**src/rtl/ram_byte_ctrl.sv**
```systemverilog
// Load/store sequencer: splits core byte/half/word accesses into little-endian byte RAM cycles.
// Latency: store N+1 cycles to resp_valid, load N+2, rejected request 1 (N = bytes in access).
// Backpressure: req_ready is high only in IDLE; the response is a single-cycle pulse with no stall.
module ram_byte_ctrl (
  input  logic        clk,
  input  logic        rst,
  input  logic        req_valid,
  output logic        req_ready,
  input  logic        req_we,
  input  logic [1:0]  req_size,
  input  logic        req_unsigned,
  input  logic [11:0] req_addr,
  input  logic [31:0] req_wdata,
  output logic        resp_valid,
  output logic        resp_err,
  output logic [31:0] resp_rdata,
  output logic        ram_r_wn,
  output logic [11:0] ram_address,
  output logic [7:0]  ram_data_in,
  input  logic [7:0]  ram_data_out
);

  typedef enum logic [1:0] {S_IDLE, S_WRITE, S_READ, S_DONE} state_t;

  state_t      r_state;
  state_t      w_state_nxt;

  logic [1:0]  r_size;
  logic        r_unsigned;
  logic [11:0] r_addr;
  logic [31:0] r_wdata;
  logic [2:0]  r_cnt;
  logic [31:0] r_asm;
  logic        r_resp_err;
  logic [31:0] r_resp_rdata;

  logic        w_accept;
  logic        w_req_err;
  logic [2:0]  w_last_idx;
  logic [2:0]  w_n;
  logic [11:0] w_byte_addr;
  logic [7:0]  w_wbyte;
  logic [31:0] w_asm_nxt;
  logic [31:0] w_ext;

  assign w_accept    = req_valid && (r_state == S_IDLE);
  assign w_byte_addr = r_addr + {10'd0, r_cnt[1:0]};
  assign w_n         = w_last_idx + 3'd1;
  assign resp_err    = r_resp_err;
  assign resp_rdata  = r_resp_rdata;

  // Reject illegal size and anything not naturally aligned before touching the RAM.
  always_comb begin
    w_req_err = 1'b0;
    case (req_size)
      2'b01:   w_req_err = req_addr[0];
      2'b10:   w_req_err = (req_addr[1:0] != 2'b00);
      2'b11:   w_req_err = 1'b1;
      default: w_req_err = 1'b0;
    endcase
  end

  // Index of the last byte of the latched access (0, 1 or 3).
  always_comb begin
    w_last_idx = 3'd0;
    case (r_size)
      2'b01:   w_last_idx = 3'd1;
      2'b10:   w_last_idx = 3'd3;
      default: w_last_idx = 3'd0;
    endcase
  end

  // Store byte for the current write cycle, least significant byte first.
  always_comb begin
    w_wbyte = r_wdata[7:0];
    case (r_cnt[1:0])
      2'd1:    w_wbyte = r_wdata[15:8];
      2'd2:    w_wbyte = r_wdata[23:16];
      2'd3:    w_wbyte = r_wdata[31:24];
      default: w_wbyte = r_wdata[7:0];
    endcase
  end

  // Read data lags its address by one cycle, so read cycle k fills byte k-1.
  always_comb begin
    w_asm_nxt = r_asm;
    case (r_cnt)
      3'd1:    w_asm_nxt[7:0]   = ram_data_out;
      3'd2:    w_asm_nxt[15:8]  = ram_data_out;
      3'd3:    w_asm_nxt[23:16] = ram_data_out;
      3'd4:    w_asm_nxt[31:24] = ram_data_out;
      default: w_asm_nxt = r_asm;
    endcase
  end

  // Sign or zero extension of the assembled load; words pass through untouched.
  always_comb begin
    w_ext = w_asm_nxt;
    case (r_size)
      2'b00:   w_ext = {{24{w_asm_nxt[7]  & ~r_unsigned}}, w_asm_nxt[7:0]};
      2'b01:   w_ext = {{16{w_asm_nxt[15] & ~r_unsigned}}, w_asm_nxt[15:0]};
      default: w_ext = w_asm_nxt;
    endcase
  end

  // State register; reset abandons any in-flight access immediately.
  always_ff @(posedge clk or posedge rst) begin
    if (rst) r_state <= S_IDLE;
    else     r_state <= w_state_nxt;
  end

  // Next state and state-decoded outputs; RAM is parked in read at address 0 when idle.
  always_comb begin
    w_state_nxt = r_state;
    req_ready   = 1'b0;
    resp_valid  = 1'b0;
    ram_r_wn    = 1'b1;
    ram_address = 12'd0;
    ram_data_in = 8'd0;
    case (r_state)
      S_IDLE: begin
        req_ready = 1'b1;
        if (req_valid) begin
          if (w_req_err)   w_state_nxt = S_DONE;
          else if (req_we) w_state_nxt = S_WRITE;
          else             w_state_nxt = S_READ;
        end
      end
      S_WRITE: begin
        ram_r_wn    = 1'b0;
        ram_address = w_byte_addr;
        ram_data_in = w_wbyte;
        if (r_cnt == w_last_idx) w_state_nxt = S_DONE;
      end
      S_READ: begin
        if (r_cnt <= w_last_idx) ram_address = w_byte_addr;
        if (r_cnt == w_n) w_state_nxt = S_DONE;
      end
      S_DONE: begin
        resp_valid  = 1'b1;
        w_state_nxt = S_IDLE;
      end
      default: w_state_nxt = S_IDLE;
    endcase
  end

  // Request latch, byte counter, load assembly and registered response fields.
  always_ff @(posedge clk or posedge rst) begin
    if (rst) begin
      r_size       <= 2'd0;
      r_unsigned   <= 1'b0;
      r_addr       <= 12'd0;
      r_wdata      <= 32'd0;
      r_cnt        <= 3'd0;
      r_asm        <= 32'd0;
      r_resp_err   <= 1'b0;
      r_resp_rdata <= 32'd0;
    end else begin
      case (r_state)
        S_IDLE: begin
          r_cnt <= 3'd0;
          if (w_accept) begin
            r_size       <= req_size;
            r_unsigned   <= req_unsigned;
            r_addr       <= req_addr;
            r_wdata      <= req_wdata;
            r_asm        <= 32'd0;
            r_resp_err   <= w_req_err;
            r_resp_rdata <= 32'd0;
          end
        end
        S_WRITE: begin
          r_cnt <= r_cnt + 3'd1;
        end
        S_READ: begin
          r_cnt <= r_cnt + 3'd1;
          if (r_cnt != 3'd0)  r_asm        <= w_asm_nxt;
          if (r_cnt == w_n)   r_resp_rdata <= w_ext;
        end
        S_DONE: begin
          r_cnt        <= 3'd0;
          r_resp_err   <= 1'b0;
          r_resp_rdata <= 32'd0;
        end
        default: r_cnt <= 3'd0;
      endcase
    end
  end

endmodule

```
**config.mk**
```make
export PLATFORM = sky130hd
export DESIGN_NAME = ram_byte_ctrl
export DESIGN_NICKNAME = d
export VERILOG_FILES = /design/src/rtl/ram_byte_ctrl.sv
export SDC_FILE = /design/constraint.sdc
export NUM_CORES = 1
export LEC_CHECK = 0
export BUFFER_PORTS_ARGS = -buffer_cell sky130_fd_sc_hd__buf_2
export CAP_MARGIN = 5
export CORE_MARGIN = 2
export CORE_UTILIZATION = 43
export CTS_CLUSTER_SIZE = 16
export DETAILED_ROUTE_END_ITERATION = 7
export PLACE_DENSITY_LB_ADDON = 0.05
export SLEW_MARGIN = 25
export SYNTH_ARGS = -nofsm -noshare
export SYNTH_HDL_FRONTEND = slang
export SYNTH_SLANG_ARGS = --single-unit
```
**constraint.sdc**
```tcl
create_clock -name clk -period 4.8 [get_ports clk]
set_input_delay 0.96 -clock clk [delete_from_list [all_inputs] [get_ports clk]]
set_output_delay 0.96 -clock clk [all_outputs]
set_load 0.02 [all_outputs]
```
=== Word-level counts from Yosys, hierarchy flattened ===
Index checks and enable logic that the tools add are counted.

* Logic and storage cells: 81
* Input port bits: 59
* Output and inout port bits: 56
* Flip-flop bits (word level): 117

* Magnitude comparators: 1
* Reductions and logical operators: 15
* $add $sub $neg: 3
* Bitwise operators: 3
* Equality and inequality tests: 22
* Mux-type cells: 28

{| class="wikitable"
|+ Operators by type and width
! kind !! number
|-
| $pmux 32 s2 || 2
|-
| $mux 32 || 3
|-
| $pmux 32 s3 || 1
|-
| $mux 8 || 5
|-
| $pmux 12 s2 || 1
|-
| $pmux 8 s3 || 1
|-
| $eq 2x2->1 const B || 7
|-
| $add 12x2->12 || 1
|-
| $mux 12 || 1
|-
| $mux 2 || 5
|-
| $ne 2x2->1 const B || 5
|-
| $reduce_and 3->1 || 3
|-
| $eq 2x1->1 const B || 4
|-
| $pmux 2 s4 || 1
|-
| $add 3x1->3 const B || 2
|-
| $eq 3x2->1 const B || 2
|-
| $eq 3x3->1 || 2
|-
| $pmux 3 s2 || 1
|-
| $reduce_bool 2->1 || 3
|-
| $reduce_bool 3->1 || 2
|-
| $logic_not 2->1 || 2
|-
| $mux 1 || 4
|-
| $pmux 2 s2 || 1
|-
| $reduce_and 2->1 || 2
|-
| 9 further kinds || 11
|}

=== Logic depth before layout (Yosys ltp) ===
Gate-level depths: netlist (run 1).

* Word-level depth: 6
* Depth in mapped cells: 9
* Mapped depth without buffers: 8

=== Least setup slack after synthesis (run 1) ===
No wires, ideal clock.

* Path type: reg-to-output
* Start point: register r_size[0]
* End point: output ram_address[10]
* Cell stages (with the launch flop): 10
* Arrival: 2.023 ns
* Path buffers: 1
* Path slack: 1.817 ns
* Data required time: 3.840 ns
* Cell sequence: dfrtp_1 -> inv_1 -> ha_1 -> inv_1 -> ha_1 -> nor2b_1 -> o21ai_0 -> a21oi_1 -> clkbuf_1 -> nor3b_1

* Cells in the longest elaborated chain, start to end: 5
* Elaborated cells between the ends (all ways): 6
* Those cells by class: 1 x order compare; 2 x eq/ne; 3 x mux

{| class="wikitable"
|+ Ends and longest elaborated chain
! what !! line !! RTL
|-
| start, declared || 28 || <nowiki>logic [1:0] r_size;</nowiki>
|-
| start signal, assigned || 163 || <nowiki>r_size <= req_size;</nowiki>
|-
| $eq 2x2->1 / $eq 2x1->1 (equally long branches) || 66 || <nowiki>case (r_size)</nowiki>
|-
| $pmux 2 s2 (*) || 66 ||
|-
| $le 3x3->1 (*) || 136 || <nowiki>if (r_cnt <= w_last_idx) ram_address = w_byte_addr;</nowiki>
|-
| $mux 12 (*) || 136 ||
|-
| $pmux 12 s2 (*) || 120 || <nowiki>case (r_state)</nowiki>
|-
| end, declared || 18 || <nowiki>output logic [11:0] ram_address,</nowiki>
|}

Mark *: on every way between the ends. The rest lies on a longest branch, timed or not.

=== Worst setup path in the final report (run 1) ===
* Start point: register r_size[0]
* End point: output ram_address[1]

The elaborated chain is that of the path after synthesis.

==> key figures, run 1 <==
Yosys
  – Register bit total from synthesis: 117
  – Seq/Total Area, Yosys: about half
  – Yosys top cell area share: 48.6%
  – Mapped Area: between 6000 and 7000 µm²
  – Dominant cell type by area after synthesis: dfrtp_1
  – Mapped Nets: about 640
  – Post-synth ARST share: 100%
  – Synthesized area per cell: between 10 and 15 µm²
  – EDFF count, synth: 0
  – Synth cell types: between 40 and 50
  – Synth top area cells: dfrtp_1 49%, mux2_2 12%, nand2_1 4.1%
  – Cell count after synthesis: between 500 and 600
  – Most used DFF post-synth: dfrtp_1
  – Yosys warning count: 0

STA
  – Max Freq: around 0.27 GHz
  – Number of setup violations in the final report: 0
  – Worst hold margin: 0.472 ns
  – Max Slew Vio Count: 0
  – RSZ-0062 raised after global routing: false
  – Fin crit share: 78.5%
  – Hold Fails Final Rpt: 0
  – Crit path time final: 3.77 ns
  – Least-Margin Pin Slew: 0.974 ns
  – Clock Skew: between 0.008 and 0.009 ns
  – Relative slew slack: 35.1%
  – Setup TNS: 0 ns

Place
  – # port buffers: roughly 110
  – HPWL Detailed: ~10 mm
  – Final GP Congestion: roughly 0.8
  – Placed insts: ~800

Worst setup path
  – Critical path class: flip-flop to primary output
  – Critical Path AT: ~2.8 ns
  – CP max stage delay: just under 0.8 ns
  – Reg2reg end: resp_rdata[28]
  – CP Capture Type: primary output
  – Worst Setup SP: r_size[0]
  – Worst Reg2Reg Path Length in Cells: 6
  – R2R Setup Slk: 1.84 ns
  – Worst R2R Start: r_cnt[1]
  – CP max stage cell: a21oi_1
  – Worst Path Required: 3.84 ns
  – CP cell instances: inv_1 -> ha_1 -> inv_1 -> ha_1 -> nor2b_1 -> o21ai_0 -> a21oi_1 -> and3b_1 -> buf_2
  – CP Launch Type: flip-flop
  – Peak fanout along the critical path: 12

Final layout
  – Most common cell after layout, fill and taps aside: dfrtp_1
  – Synth-to-Final Area Change: 21.7%
  – Nets: between 700 and 800
  – Commonest cells after routing, fill and taps aside: 117 x dfrtp_1, 114 x buf_2, 64 x mux2_2, 64 x nand2_1, 25 x o21ai_0
  – Filler cells: 1273
  – Layout cells sized above 1: about a third
  – Non-Filler Instances: 854

Clocking
  – Num CTS Buffers: 17
  – Resize count post-CTS: 0
  – Register clock-pin slew on the reported worst setup and hold paths: 0.05 ns
  – H-tree Lvls: 4
  – CTS tree: yes
  – Post-CTS setup buffers: 0
  – Clock Latency Late Sink: just over 0.4 ns
  – CTS Buffer Depth: 2
  – Hold buffer count at CTS: 0
  – CTS sink count: around 120
  – Root Driver: clkbuf_16

Route
  – Antenna Nets Post-Route: 0
  – Routed WL: around 15 mm
  – Detailed Route Iter0 Violations: between 200 and 300
  – DR DRC count: 0
  – Vias per cell: ~5.5
  – DR vias: roughly 4700
  – Pre-antenna DRT Iters: 7
  – Drt wl/cell: about 17 µm

Power
  – Combinational share of power: between 40% and 50%
  – Sw Pwr: approximately 0.0022 W
  – Net Sw Frac: 40.5%
  – Flop pwr share: 29.9%
  – Power share of the clock group: between 20% and 30%
  – Cell Int Power: approximately 0.0032 W
  – Lkg Pwr: between 3 and 4 nW
  – PD cells: 738 nW/µm²
  – VDD IR-drop max: 0.338 mV

Global routing
  – Initial antenna violation count: 1
  – Congestion Overflow GR: 0
  – All-Layer GR Usage: 20.4%
  – Vias in the first global route: 4584
  – Global-route wire length before repair: 23.4 mm
  – Largest net degree at the start of global routing: 50

Flow run
  – Max cap viols: 0

Floorplan
  – DIE AREA: 15000 µm²
  – Core area: between 10000 and 15000 µm²
  – Horiz. Die Dim: about 120 µm
  – Initial Util: between 40% and 50%
  – IO Count: around 120
  – Die Height: about 120 µm
  – Num rows: 43

Worst hold path
  – Worst Hold Class: flip-flop to flip-flop
  – Worst Hold Endpoint: r_asm[20]
  – Hold path start: r_asm[20]
  – Hold depth: 2

Outcome
  – Outcome: completed
worst max-delay path: cells and delay by family (launching register included):
family	cells	cell delay, ns
fa+ha+maj	2	0.47
compound gates	2	0.86
flops	1	0.39
simple gates	2	0.39
buf+inv	3	0.29
cell usage after synthesis, types with 2 or more instances:
master and count:
a32o_1 17, o31ai_1 24, nand2b_1 5, a31oi_1 10
nand3b_1 8, nor3b_1 10, nor2_1 24, a222oi_1 8
and3b_1 2, and2b_1 2, xor2_1 3, buf_1 3
a22o_1 16, buf_2 5, nor3_1 2, o31a_1 2
buf_6 2, o21ai_0 25, ha_1 18, a22oi_1 7
inv_1 21, clkbuf_1 28, nand3_1 4, o211ai_1 9
mux2_2 64, xnor2_1 9, dfrtp_1 117, nor4_1 4
nand2_1 65, a21oi_1 17, nor2b_1 15, nand4_1 2
flip-flops by register name, summed over array words and instances (netlist names):
register and count:
r_asm 32, r_wdata 32, resp_rdata 32, r_addr 12, r_cnt 3, r_size 2
r_state 2, r_unsigned 1, resp_err 1
layout make-up:
class                   count  area, µm²  area share, %
diodes                      1       2.50         0.0342
clock buffers              21        480           6.56
clock inverters            10        128           1.74
inverters                  22       85.1           1.16
multi-input cells         383       2860           39.1
flip-flops and latches    117       2930           40.0
well taps                 180        225           3.07
repair buffers            120        616           8.40
worst max-delay path by stage:
| stage | end | slack [ns] | cells past startpoint |
|---|---|---|---|
| global placement | ram_address[0] | 1.53 | 8 |
| finish | ram_address[1] | 1.03 | 9 |
| CTS | ram_address[1] | 1.03 | 9 |
| global route | ram_address[1] | 0.82 | 9 |
| floorplan | r_addr[0] | 0.74 | 1 |
| detailed placement | ram_address[0] | 1.49 | 9 |
stage by stage:
stage / util (%) / cell area [µm²] / total power, W / setup WS [ns]
floorplan: - / 6020 / 0.00348 / 0.739
global route: 53.2 / 7320 / 0.00578 / 0.821
CTS: 53.2 / 7320 / 0.00545 / 1.03
finish: 53.2 / 7320 / 0.00540 / 1.03
global placement: 48.6 / 6700 / 0.00406 / 1.53
detailed placement: 48.7 / 6710 / 0.00414 / 1.49
power by group through the flow:
stage | Clock (W) | Combinational [W] | Sequential (W)
after CTS | 0.00132 | 0.00252 | 0.00162
final | 0.00129 | 0.00249 | 0.00162
after global routing | 0.00136 | 0.00275 | 0.00167
after global placement | 0 | 0.00245 | 0.00161
after floorplan | 0 | 0.00181 | 0.00167
after detailed placement | 0 | 0.00250 | 0.00163
cells by family (layout without fill, tap and decap cells):
logic type               after synthesis  count (layout)  share of synthesized area [%]
AO/OA/AOI/OAI                        142             142                           17.4
XOR/XNOR                              12              12                           1.75
adder cells (fa/ha/maj)               19              19                           4.07
buffers and inverters                 61             173                           4.22
flip-flops                           117             117                           48.6
multiplexers                          65              65                           12.2
other                                  0               1                              0
AND/OR/NAND/NOR                      145             145                           11.7
layer usage:
layer / routed length (µm) / global-route usage [%] / share of wire [%] / vias to the layer above
met4: 189 / 7.83 / 1.3 / 0
met3: 643 / 4.88 / 4.4 / 12
met2: 7210 / 32.9 / 49 / 111
met1: 6580 / 26.7 / 45 / 2317
li1: - / - / - / 2253
met5: 0 / 0 / 0 / -
No activity file was read; power rests on OpenSTA's default activity.
==> run 2: changes to the inputs <==
Settings changed: ABC_AREA set to 1.
Clock period 4.8 ns to 3.8 ns, I/O delays scaled along.
==> run 2 against run 1 <==
Cell area decreased by 2.4%. Global-route usage grew 0.38 points. Die area down 3.4%. Largest power group unchanged. Largest cell class unchanged.
==> key figures, run 2 <==
Outcome
  – Outcome: completed

STA
  – Setup TNS: 0 ns
  – Hold Fails Final Rpt: 0
  – Max Freq: around 0.32 GHz
  – Fin crit share: between 80 and 90%
  – Clock Skew: 0.00439 ns
  – Least-Margin Pin Slew: around 0.58 ns
  – Max Slew Vio Count: 0
  – Relative slew slack: between 60% and 70%
  – Crit path time final: 3.12 ns
  – RSZ-0062 raised after global routing: false
  – Number of setup violations in the final report: 0

Route
  – Vias per cell: between 4 and 5
  – Detailed Route Iter0 Violations: 350
  – DR DRC count: 0
  – Pre-antenna DRT Iters: 5
  – Drt wl/cell: 13.7 µm
  – Routed WL: approximately 14 mm
  – DR vias: about 5000
  – Antenna Nets Post-Route: 0

Worst setup path
  – Peak fanout along the critical path: 11
  – CP cell instances: inv_1 -> ha_1 -> ha_1 -> nand3_1 -> nand2_1 -> nand2_1 -> nand2_1 -> nand2_1 -> nor3_1 -> buf_2
  – CP max stage delay: 0.37 ns
  – Worst path most repeated cell: nand2_1
  – CP max stage cell: dfrtp_1
  – Critical path class: flip-flop to primary output
  – CP Launch Type: flip-flop
  – Worst Path Required: 3.04 ns
  – Cell family with most CP delay: simple AND/OR/NAND/NOR gates
  – Critical Path AT: between 2 and 2.5 ns
  – Worst path buffer plus inverter count: 2
  – CP Capture Type: primary output

Clocking
  – CTS sink count: roughly 120
  – CTS tree: yes
  – Resize count post-CTS: 0
  – Post-CTS setup buffers: 0
  – CTS Buffer Depth: 2
  – H-tree Lvls: 4
  – Register clock-pin slew on the reported worst setup and hold paths: 0.05 ns
  – Num CTS Buffers: 17
  – Root Driver: clkbuf_16
  – Hold buffer count at CTS: 0
  – Clock Latency Late Sink: 0.41 ns

Final layout
  – Commonest cells after routing, fill and taps aside: 306 x nand2_1, 117 x dfrtp_1, 114 x buf_2, 56 x inv_1, 55 x o21ai_0
  – Antenna fix cells: 0
  – Nets: approximately 930
  – Layout cells sized above 1: between 10% and 20%
  – Most common cell after layout, fill and taps aside: nand2_1
  – Synth-to-Final Area Change: 23.1%
  – Util after Layout: between 50% and 60%

Yosys
  – Most frequent cell after synthesis: nand2_1
  – EDFF count, synth: 0
  – Mapped Area: roughly 5800 µm²
  – Dominant cell type by area after synthesis: dfrtp_1
  – Post-synth ARST share: 100%
  – Synth cell types: 29
  – Mapped Nets: roughly 830
  – Synthesized area per cell: a little under 8 µm²
  – Register bit total from synthesis: around 120
  – Cell count after synthesis: 748
  – Yosys warning count: 0
  – Seq/Total Area, Yosys: 50.4%
  – Synth top area cells: dfrtp_1 50%, nand2_1 20%, o21ai_0 4.7%
  – Most used DFF post-synth: dfrtp_1
  – Yosys top cell area share: about half
  – Commonest cells in the netlist: 306 x nand2_1, 117 x dfrtp_1, 57 x inv_1

Floorplan
  – Core area: 13200 µm²
  – Initial Util: between 40 and 50%
  – Num rows: 42
  – Die Height: between 100 and 150 µm
  – DIE AREA: roughly 14000 µm²
  – IO Count: approximately 120
  – Horiz. Die Dim: 120 µm

Place
  – HPWL Detailed: 9.73 mm
  – # port buffers: 114
  – Final GP Congestion: 0.804

Power
  – Lkg Pwr: between 3 and 4 nW
  – PD cells: between 900 and 1000 nW/µm²
  – VDD IR-drop max: between 0.3 and 0.4 mV

Global routing
  – Initial antenna violation count: 0
  – Largest net degree at the start of global routing: ~110
  – Global-route wire length before repair: roughly 23 mm
  – Vias in the first global route: around 4900
  – All-Layer GR Usage: 20.8%
  – Congestion Overflow GR: 0

Flow run
  – Max cap viols: 0

Worst hold path
  – Worst Hold Class: input port to async pin
-- run 2: cell count changes after synthesis, moves of 15 or more --
cell / before / now
a22o_1: 16 / 0
a32o_1: 17 / 0
inv_1: 21 / 57
mux2_2: 64 / 0
nand2_1: 65 / 306
nand3_1: 4 / 32
nor2_1: 24 / 53
nor2b_1: 15 / 0
o21ai_0: 25 / 55
o22ai_1: 0 / 23
o31ai_1: 24 / 1
-- run 2: logic make-up after synthesis --
family,count (synthesis),share of synthesized area (%)
flip-flops,117,50.4
AND/OR/NAND/NOR,402,27.7
adder cells (fa/ha/maj),19,4.22
AO/OA/AOI/OAI,109,10.1
XOR/XNOR,6,0.905
buffers and inverters,95,6.61
-- run 2: worst paths after layout --
check	cells after the start	to	slack, ns	from
max in group asynchronous	3	resp_rdata[10]	2.66	rst
min reg2reg	2	resp_rdata[3]	0.46	resp_rdata[3]
max reg2reg	11	resp_rdata[7]	1.54	r_size[0]
max	10	ram_address[2]	0.68	r_size[0]
min in group clk	2	resp_rdata[3]	0.46	resp_rdata[3]
min	2	r_addr[8]	0.30	rst
-- run 2: area by class of cell --
cell class	instances	area (µm²)
timing repair buffer	120	628
tap	176	220
multi-input combinational	536	2490
sequential	117	2930
clock inverter	7	116
clock buffer	24	522
inverter	62	236
fill	1290	6040
-- run 2: layer usage --
metal	track usage, %	vias to the layer above	wire length [µm]
met5	0	-	0
met1	27.4	2365	6470
met4	7.21	0	222
li1	-	2584	-
met3	4.86	22	717
met2	33.8	131	6840
-- run 2: power breakdown --
group	total (W)	leakage, nW	switching (W)	internal [W]
clock network	0.00170	0.314	0.000549	0.00115
registers	0.00199	1.55	0.000268	0.00172
logic	0.00277	2.11	0.00190	0.000875
-- run 2: stage by stage --
stage | hold slack [ns] | worst slack, ns | area (µm²) | instances | power (W)
floorplan | 0.444 | 1.29 | 5810 | 748 | 0.00405
global placement | 0.454 | 1.13 | 6510 | 1011 | 0.00473
detailed placement | 0.458 | 1.08 | 6510 | 1011 | 0.00479
CTS | 0.294 | 0.639 | 7150 | 1042 | 0.00651
global route | 0.306 | 0.440 | 7150 | 1042 | 0.00701
finish | 0.301 | 0.677 | 7150 | 1042 | 0.00646
==> run 3: changes to the inputs <==
Clock period 3.8 ns to 3.1 ns, I/O delays scaled along.
==> run 3 against run 2 <==
Utilization shrank 0.11 points. Clock skew rose by 0.0023 ns. Sequential power increased by 23%. Combinational power increased by 23%. Worst setup slack worse by 0.48 ns. Clock-buffer cell count is 1 lower. Critical path type unchanged. Clock power grew 19%. Die area did not move. Largest cell class unchanged. Sequential cell count is the same. Cell area shrank 0.21%. Via count down 0.25%. Routed wire length rose by 1.1%.
==> key figures, run 3 (same netlist as run 2, synthesis figures left out) <==
Final layout
  – Layout cells sized above 1: between 10% and 20%
  – Antenna fix cells: 0
  – Most common cell after layout, fill and taps aside: nand2_1
  – Nets: approximately 930
  – Commonest cells after routing, fill and taps aside: 304 x nand2_1, 117 x dfrtp_1, 114 x buf_2, 56 x inv_1, 55 x o21ai_0
  – Synth-to-Final Area Change: 22.8%

STA
  – Hold Fails Final Rpt: 0
  – Fin crit share: between 90% and 100%
  – Crit path time final: 2.90 ns
  – Max Freq: about 0.34 GHz
  – Relative slew slack: between 40% and 50%
  – RSZ-0062 raised after global routing: false
  – Least-Margin Pin Slew: 0.775 ns
  – Number of setup violations in the final report: 0
  – Clock Skew: approximately 0.0067 ns
  – Max Slew Vio Count: 0
  – Setup TNS: 0 ns

Worst setup path
  – Worst path most repeated cell: inv_1
  – Worst Path Required: 2.48 ns
  – CP max stage delay: 0.54 ns
  – Critical Path AT: 2.28 ns
  – CP Launch Type: flip-flop
  – Peak fanout along the critical path: 9
  – CP Capture Type: primary output
  – CP cell instances: inv_1 -> ha_1 -> inv_1 -> o21ai_0 -> a31oi_1 -> buf_2
  – CP max stage cell: dfrtp_1
  – Critical path class: flip-flop to primary output

Route
  – DR vias: between 5000 and 6000
  – Routed WL: between 10 and 15 mm
  – Vias per cell: between 4 and 5
  – Antenna Nets Post-Route: 0
  – Drt wl/cell: 13.8 µm
  – DR DRC count: 0
  – Detailed Route Iter0 Violations: 345
  – Pre-antenna DRT Iters: 7

Power
  – Sw Pwr: 0.00334 W
  – Lkg Pwr: around 4.0 nW
  – PD cells: about 1100 nW/µm²
  – Flop pwr share: 31.0%
  – VDD IR-drop max: 0.463 mV
  – Combinational share of power: a little over two fifths
  – Power share of the clock group: 25.8%
  – Cell Int Power: between 0.004 and 0.005 W
  – Power Total: about 0.0079 W
  – Net Sw Frac: between 40% and 50%

Place
  – # port buffers: between 100 and 150
  – Final GP Congestion: between 0.7 and 0.8
  – HPWL Detailed: 9.68 mm

Floorplan
  – IO Count: 115
  – Die Height: approximately 120 µm
  – Num rows: 42
  – DIE AREA: 14400 µm²
  – Initial Util: 44.0%
  – Horiz. Die Dim: between 100 and 150 µm
  – Core area: ~13000 µm²

Global routing
  – Global-route wire length before repair: 24.0 mm
  – Initial antenna violation count: 0
  – Congestion Overflow GR: 0
  – Largest net degree at the start of global routing: 118
  – All-Layer GR Usage: approximately a fifth
  – Vias in the first global route: about 5000

Outcome
  – Outcome: completed

Clocking
  – H-tree Lvls: 4
  – Clock Latency Late Sink: 0.41 ns
  – CTS Buffer Depth: 2
  – Register clock-pin slew on the reported worst setup and hold paths: roughly 0.050 ns
  – CTS sink count: 117
  – Num CTS Buffers: 17
  – Post-CTS setup buffers: 0
  – CTS tree: yes
  – Root Driver: clkbuf_16
  – Hold buffer count at CTS: 0

Worst hold path
  – Worst Hold Class: input port to flip-flop

Flow run
  – Max cap viols: 0
==> run 3: cell types whose count changed in the layout (fill, tap and decap cells not counted), sizes merged <==
cell    delta
clkinv     +2
clkbuf     -1
buf        -1
==> run 3: worst paths after layout <==
path                               start             end  slack [ns]  cells after the start
min in group asynchronous            rst        resp_err        0.41                      3
min reg2reg                resp_rdata[1]   resp_rdata[1]        0.46                      2
min                         req_wdata[5]      r_wdata[5]        0.40                      3
max reg2reg                   r_state[0]       r_asm[23]        0.60                      7
max in group asynchronous            rst  resp_rdata[20]        2.23                      3
max                             r_cnt[1]  ram_data_in[6]        0.20                      6
==> run 3: critical path, delay by kind of cell, from the launching register on <==
kind | cells | cell delay, ns
adders and majority gates | 1 | 0.35
buffers and inverters | 3 | 0.62
DFF | 1 | 0.54
AOI/OAI and AO/OA | 2 | 0.36
==> run 3: through the flow <==
step | area (µm²) | util (%) | setup slack [ns] | hold WS (ns) | cells
after CTS | 7120 | 54.0 | 0.0259 | 0.375 | 1042
final | 7130 | 54.1 | 0.199 | 0.396 | 1042
after detailed placement | 6500 | 49.3 | 0.505 | 0.458 | 1010
after global routing | 7130 | 54.1 | 0.0313 | 0.397 | 1042
after global placement | 6500 | 49.3 | 0.565 | 0.455 | 1010
after floorplan | 5810 | - | 0.726 | 0.444 | 748
==> run 3: area by class of cell <==
class / count / area (µm²)
sequential: 117 / 2930
multi-input combinational: 536 / 2500
clock buffer: 23 / 498
inverter: 62 / 236
tap: 176 / 220
clock inverter: 9 / 123
timing repair buffer: 119 / 621
fill: 1278 / 6060
==> run 3: power groups by stage <==
stage               clock (W)  combinational, W  sequential (W)
finish                0.00203           0.00341         0.00244
global route          0.00214           0.00390         0.00251
CTS                   0.00208           0.00344         0.00244
detailed placement          0           0.00342         0.00245
global placement            0           0.00334         0.00243
floorplan                   0           0.00243         0.00254
==> run 3: timing repair <==
| action | in CTS | in global routing |
|---|---|---|
| endpoints found under the hold margin | 0 | 0 |
| gates resized for setup | 0 | 3 |
| endpoints found under the setup margin | 0 | 11 |
==> run 3: routing by layer <==
metal  vias up  wire, µm  GRT usage, %
li1       2582         -             -
met5         -         0             0
met1      2354      6630          27.8
met4         0       223          7.87
met3        19       747          4.86
met2       134      6800          34.2
